--- src/rtl/arm_imm_encoder.sv ---
`default_nettype none
// ============================================================================
//  Module      : arm_imm_encoder
//  Description : Sequential encoder for ARM data-processing rotated
//                immediates. Searches for imm8/rot such that
//                value == ROR(imm8, 2*rot), testing LANES rotation
//                candidates per cycle. The lowest matching rot wins, which
//                gives the canonical encoding.
//  Revision    : 1.0 - initial release
// ============================================================================
module arm_imm_encoder #(
    parameter int LANES = 1
) (
    input  logic        clk,
    input  logic        rst,
    input  logic        start,
    input  logic [31:0] value,
    output logic        busy,
    output logic        done,
    output logic        found,
    output logic [7:0]  imm8,
    output logic [3:0]  rot,
    output logic [11:0] imm12
);

    // Number of candidate groups; the last group index ends the search.
    localparam int         C_NGROUPS = 16 / LANES;
    localparam logic [3:0] C_LAST_K  = 4'(C_NGROUPS - 1);

    // Only power-of-two lane counts up to 16 divide the 16 rotations evenly.
    if (LANES != 1 && LANES != 2 && LANES != 4 && LANES != 8 && LANES != 16) begin : g_bad_lanes
        $error("arm_imm_encoder: LANES must be 1, 2, 4, 8 or 16");
    end

    typedef enum logic [1:0] {
        S_IDLE   = 2'd0,
        S_SEARCH = 2'd1,
        S_DONE   = 2'd2
    } state_t;

    state_t      r_state;
    state_t      w_next;
    logic [31:0] r_value;
    logic [3:0]  r_k;
    logic        r_found;
    logic [7:0]  r_imm8;
    logic [3:0]  r_rot;

    logic [3:0]       w_base;
    logic [LANES-1:0] w_hit;
    logic [7:0]       w_byte [LANES];
    logic [3:0]       w_cand [LANES];
    logic             w_any;
    logic [7:0]       w_sel_byte;
    logic [3:0]       w_sel_rot;
    logic             w_accept;
    logic             w_last;

    // Rotate left through a doubled copy so a shift of zero needs no special case.
    function automatic logic [31:0] rol32(input logic [31:0] v, input logic [4:0] sh);
        logic [63:0] dbl;
        dbl = {v, v} << sh;
        return dbl[63:32];
    endfunction

    // First candidate rotation of the current group.
    assign w_base = 4'(int'(r_k) * LANES);

    for (genvar j = 0; j < LANES; j++) begin : g_lane
        logic [31:0] w_rol;
        assign w_cand[j] = w_base + 4'(j);
        assign w_rol     = rol32(r_value, {w_cand[j], 1'b0});
        assign w_hit[j]  = (w_rol[31:8] == 24'd0);
        assign w_byte[j] = w_rol[7:0];
    end

    // Priority select: scanning downward lets the lowest hitting lane win.
    always_comb begin
        w_any      = 1'b0;
        w_sel_byte = 8'd0;
        w_sel_rot  = 4'd0;
        for (int j = LANES - 1; j >= 0; j--) begin
            if (w_hit[j]) begin
                w_any      = 1'b1;
                w_sel_byte = w_byte[j];
                w_sel_rot  = w_cand[j];
            end
        end
    end

    assign w_accept = start && (r_state == S_IDLE || r_state == S_DONE);
    assign w_last   = (r_k == C_LAST_K);

    // State register.
    always_ff @(posedge clk) begin
        if (rst) begin
            r_state <= S_IDLE;
        end else begin
            r_state <= w_next;
        end
    end

    // Next-state logic: a hit or an exhausted last group ends the search.
    always_comb begin
        w_next = r_state;
        case (r_state)
            S_IDLE:   if (start) w_next = S_SEARCH;
            S_SEARCH: if (w_any || w_last) w_next = S_DONE;
            S_DONE:   w_next = start ? S_SEARCH : S_IDLE;
            default:  w_next = S_IDLE;
        endcase
    end

    // Datapath: capture on accept, step the group index, latch the result.
    always_ff @(posedge clk) begin
        if (rst) begin
            r_value <= 32'd0;
            r_k     <= 4'd0;
            r_found <= 1'b0;
            r_imm8  <= 8'd0;
            r_rot   <= 4'd0;
        end else if (w_accept) begin
            r_value <= value;
            r_k     <= 4'd0;
            r_found <= 1'b0;
            r_imm8  <= 8'd0;
            r_rot   <= 4'd0;
        end else if (r_state == S_SEARCH) begin
            if (w_any) begin
                r_found <= 1'b1;
                r_imm8  <= w_sel_byte;
                r_rot   <= w_sel_rot;
            end else if (w_last) begin
                r_found <= 1'b0;
                r_imm8  <= 8'd0;
                r_rot   <= 4'd0;
            end else begin
                r_k     <= r_k + 4'd1;
            end
        end
    end

    assign busy  = (r_state == S_SEARCH);
    assign done  = (r_state == S_DONE);
    assign found = r_found;
    assign imm8  = r_imm8;
    assign rot   = r_rot;
    assign imm12 = {r_rot, r_imm8};

endmodule
`default_nettype wire

--- config.mk ---
export PLATFORM = sky130hd
export DESIGN_NAME = arm_imm_encoder
export DESIGN_NICKNAME = d
export VERILOG_FILES = /design/src/rtl/arm_imm_encoder.sv
export SDC_FILE = /design/constraint.sdc
export NUM_CORES = 1
export LEC_CHECK = 0
export CAP_MARGIN = 20
export CELL_PAD_IN_SITES_DETAIL_PLACEMENT = 1
export CELL_PAD_IN_SITES_GLOBAL_PLACEMENT = 1
export CORE_ASPECT_RATIO = 0.6
export CORE_MARGIN = 2
export CORE_UTILIZATION = 35
export CTS_CLUSTER_SIZE = 28
export DETAILED_ROUTE_END_ITERATION = 12
export PLACE_DENSITY_LB_ADDON = 0.12
export SYNTH_ARGS = -nofsm -noshare
export SYNTH_HDL_FRONTEND = slang
export SYNTH_SLANG_ARGS = --single-unit
--- constraint.sdc ---
create_clock -name clk -period 2.7 [get_ports clk]
set_clock_uncertainty 0.1 [all_clocks]
set_input_delay 0.81 -clock clk [delete_from_list [all_inputs] [get_ports clk]]
set_output_delay 0.81 -clock clk [all_outputs]
set_load 0.005 [all_outputs]
==> results.sh <==
export IMPL_synthesis_nets=448
export IMPL_synthMuxAreaShare_pct=20.97
export IMPL_portBuffers=61
export IMPL_clockRootBuffer="sky130_fd_sc_hd__clkbuf_16"
export IMPL_grt_overflow_total=0
export IMPL_synth_compound_gate_area_share_pct=17.56
export IMPL_outcome="finished with violations"
export IMPL_nFillCells=1089
export IMPL_drt_total_wl_mm=13.81
export IMPL_critical_path_slowest_cell="sky130_fd_sc_hd__mux4_2"
export IMPL_r2r_start="r_k[1]"
export IMPL_routedWlPerCell_um=21.02
export IMPL_tritoncts="done"
export IMPL_syn_instance_count=412
export IMPL_finalMaxSlewViolations=0
export IMPL_timing_final_setup_violations=16
export IMPL_hold_class="reg -> reg"
export IMPL_power_switching_uw=690.2
export IMPL_power_frac_comb_pct=28.6
export IMPL_crit_path_end="imm8[1]"
export IMPL_endpoint_kind="flip-flop"
export IMPL_antenna_found_initial=0
export IMPL_total_power_mw=2.262
export IMPL_first_global_vias=3767
export IMPL_floorplan_die_height_um=80.09
export IMPL_core_area_mm2=0.009290
export IMPL_p_clk_share_pct=34.5
export IMPL_synth_xor_area_share_pct=0.2594
export IMPL_timing_critical_path_arrival_ps=2910
export IMPL_switching_power_as_a_share_of_total_power_pct=30.51
export IMPL_post_drt_via_cell_ratio=5.654
export IMPL_timing_max_slew_rel_slack_pct=71.31
export IMPL_firstDrtPassIters=5
export IMPL_final_core_utilization_pct=54.57
export IMPL_detailed_place_hpwl_mm=9.985
export IMPL_main_combinational_cell_family_by_area_after_synthesis="simple AND/OR/NAND/NOR gates"
export IMPL_maximum_number_of_buffers_from_clock_root_to_sink=2
export IMPL_syn_avg_cell_area_um2=8.197
export IMPL_grt_total_usage_pct=27.13
export IMPL_cts_reportedPaths_clkPinSlew_ps=80
export IMPL_place_congestion=0.9456
export IMPL_remaining_design_rule_violation_count=0
export IMPL_syn_area_mm2=0.003377
export IMPL_design_die_area_mm2=0.01048
export IMPL_cts_buffers=5
export IMPL_critical_path_buf_inv_count=1
export IMPL_post_synth_fa_ha_maj_area_fraction_pct=0.3705
export IMPL_rsz0062_at_grt="true"
export IMPL_synth_warning_count=0
export IMPL_regToRegEndpoint="imm8[1]"
export IMPL_synthDistinctLibCells=45
export IMPL_power_ir_vdd_worst_mv=0.2540
export IMPL_depth_of_the_worst_register_to_register_path=9
export IMPL_maximum_number_of_pins_on_one_net_before_global_route_repair=36
export IMPL_route_antenna_remaining_nets=0
export IMPL_cp_cell_sequence="mux4_2 > buf_6 > nand2_2 > nand2_2 > or4_4 > o32ai_4 > a31oi_4 > nand2b_4 > a32o_1"
export IMPL_power_density_mw_per_mm2=446.2
export IMPL_cell_with_the_most_instances_on_the_worst_path="sky130_fd_sc_hd__nand2_2"
export IMPL_finalWorstSetupSlack_ps=-124.8
export IMPL_floorplan_initialDensity_pct=36.35
export IMPL_critical_path_cell_count=9
export IMPL_detailedRoute_firstIterationViolations=252
export IMPL_clock_sinks=51
export IMPL_violations="negative setup slack"
export IMPL_drive_above_1_share_pct=29.60
export IMPL_timing_setup_tns_ps=-1381
export IMPL_layout_net_count=562
export IMPL_grt_first_pass_wirelength_mm=21.32
export IMPL_insertedDiodeCount=0
export IMPL_placement_setup_worst_slack_ps=-258.2
export IMPL_critical_path_max_fanout=7
export IMPL_chipWidth_um=130.8
export IMPL_synth_ff_latch_count=51
export IMPL_period_needed_ps=2825
export IMPL_hold_start="found"
export IMPL_internal_power_mw=1.572
export IMPL_power_frac_seq_pct=36.9
export IMPL_worstSetupPathType="reg -> reg"
export IMPL_r2r_setup_slack_ps=-120
export IMPL_final_period_utilization_pct=104.6
export IMPL_max_slew_worst_pin_slew_ps=418.4
export IMPL_cp_required_ps=2790
export IMPL_worst_skew_pair_late_latency_ps=310
export IMPL_crit_path_start_kind="flip-flop"
export IMPL_ys_seq_area_share_pct=30.23
export IMPL_rows=27
export IMPL_route_vias_total=3715
export IMPL_yosys_area_share_simple_pct=22.38
export IMPL_clock_tree_htree_level_count=2
export IMPL_critPathTopFamily="simple AND/OR/NAND/NOR gates"
export IMPL_maxClockFrequency_ghz=0.3540
export IMPL_cpPeakStageDelay_ps=570
export IMPL_report_final_hold_viol_count=0
export IMPL_worstSetupStartpoint="r_k[1]"
export IMPL_design_portCount=62
export IMPL_hold_fix_buffers_cts=0
export IMPL_area_growth_syn_to_layout_pct=50.13
export IMPL_maxCapViolCount=0
export IMPL_cellLeakagePower_nw=1.959
==> final cells by class <==
class | instances | area (µm²) | share of cell area (%)
flip-flops and latches | 51 | 1030 | 20.31
well taps | 130 | 162.7 | 3.208
clock buffers | 6 | 138.9 | 2.739
clock inverters | 2 | 38.79 | 0.7651
multi-input cells | 312 | 2257 | 44.52
repair buffers | 153 | 1431 | 28.23
inverters | 3 | 11.26 | 0.2221
==> power groups by stage <==
stage                     sequential, mW  clock [mW]  combinational, mW
final                              0.834       0.781              0.646
after global routing               0.839       0.829              0.694
after CTS                          0.830       0.792              0.591
after detailed placement           0.848           0              0.539
after global placement             0.849           0              0.528
after floorplan                    0.835           0              0.289
==> cell families (layout without fill, tap and decap cells) <==
family          count (synthesis)  after routing
mux                            49             49
xor+xnor                        1              1
compound gates                 89             89
flops                          51             51
buf+inv                        50            164
fa+ha+maj                       1              1
simple gates                  171            172
==> synth_stat cells (all sizes together) <==
cell type    n  area share [%]
a31o         1            0.26
nand3        7             1.0
o22ai        4            0.74
or3          1            0.19
nor4         7             1.3
nor3        18             2.7
xor2         1            0.26
or4          2            0.44
a21o         1            0.22
and3         3            0.56
a32o        13             3.9
a32oi        1            0.26
nand2b       4            0.96
inv          2            0.22
o211ai       2            0.44
buf         26             5.6
or2          1            0.19
nor3b        2            0.44
o2111ai      1            0.26
o21ai        8             1.2
dfxtp       51              30
ha           1            0.37
mux2         4             1.3
nor2b        6             1.1
and4         1            0.26
nor2        12             1.3
a211o        1            0.26
a21oi       42             6.2
nand2      107              12
o21a         1            0.22
a221oi       4             1.0
a31oi        4            0.93
o32ai        3             1.0
clkinv       1            0.11
mux2i       28             8.3
mux4        17              11
a22oi        3            0.67
clkbuf      21             2.3
==> through the flow <==
stage	hold WS, ps	cells	cell area, µm²
5_1_grt	423.6	657	5070
3_3_place_gp	360.2	631	4518
3_5_place_dp	368.7	631	4518
4_1_cts	387.2	654	4927
2_1_floorplan	355.0	412	3400
6_report	396.7	657	5070
==> metal layers <==
metal / track usage, % / wire length (µm) / vias to the layer above / share of wire, %
met5: 0 / 0 / - / 0
met4: 6.383 / 147 / 0 / 1.1
met3: 5.530 / 912 / 18 / 6.6
met2: 40.31 / 5990 / 132 / 43
met1: 40.17 / 6757 / 1849 / 49
li1: - / - / 1716 / -
==> worst min-delay path by stage <==
| stage | to | slack [ps] | cells after the start |
|---|---|---|---|
| floorplan | r_value[24] | 350 | 2 |
| global placement | found | 360 | 1 |
| global route | found | 420 | 1 |
| detailed placement | found | 370 | 1 |
| CTS | found | 390 | 1 |
| finish | found | 400 | 1 |
==> layout by cell type (no fill, tap or decap), types with 4 or more instances in the layout <==
master,instances
sky130_fd_sc_hd__a21oi_1,41
sky130_fd_sc_hd__a32o_1,13
sky130_fd_sc_hd__buf_12,5
sky130_fd_sc_hd__buf_4,78
sky130_fd_sc_hd__buf_6,6
sky130_fd_sc_hd__clkbuf_16,6
sky130_fd_sc_hd__clkdlybuf4s50_1,61
sky130_fd_sc_hd__dfxtp_1,48
sky130_fd_sc_hd__mux2i_1,22
sky130_fd_sc_hd__mux2i_2,5
sky130_fd_sc_hd__mux4_2,17
sky130_fd_sc_hd__nand2_1,103
sky130_fd_sc_hd__nand2_2,4
sky130_fd_sc_hd__nand3_1,7
sky130_fd_sc_hd__nor2_1,11
sky130_fd_sc_hd__nor2b_1,5
sky130_fd_sc_hd__nor3_1,13
sky130_fd_sc_hd__nor3_2,4
sky130_fd_sc_hd__nor4_1,7
sky130_fd_sc_hd__o21ai_0,5
sky130_fd_sc_hd__o22ai_1,4
==> repair_timing <==
item / CTS / global route
setup endpoints to repair: 18 / 19
resized for setup: 21 / 24
buffers inserted: 13 / 3
gates cloned: 2 / 1
pin swaps: 17 / 10
==> sequential cells by signal (all words and copies together), names as in the netlist <==
| register | count |
|---|---|
| found | 1 |
| r_state | 2 |
| imm8 | 8 |
| rot | 4 |
| r_k | 4 |
| r_value | 32 |
No activity file was read; power rests on OpenSTA's default activity.
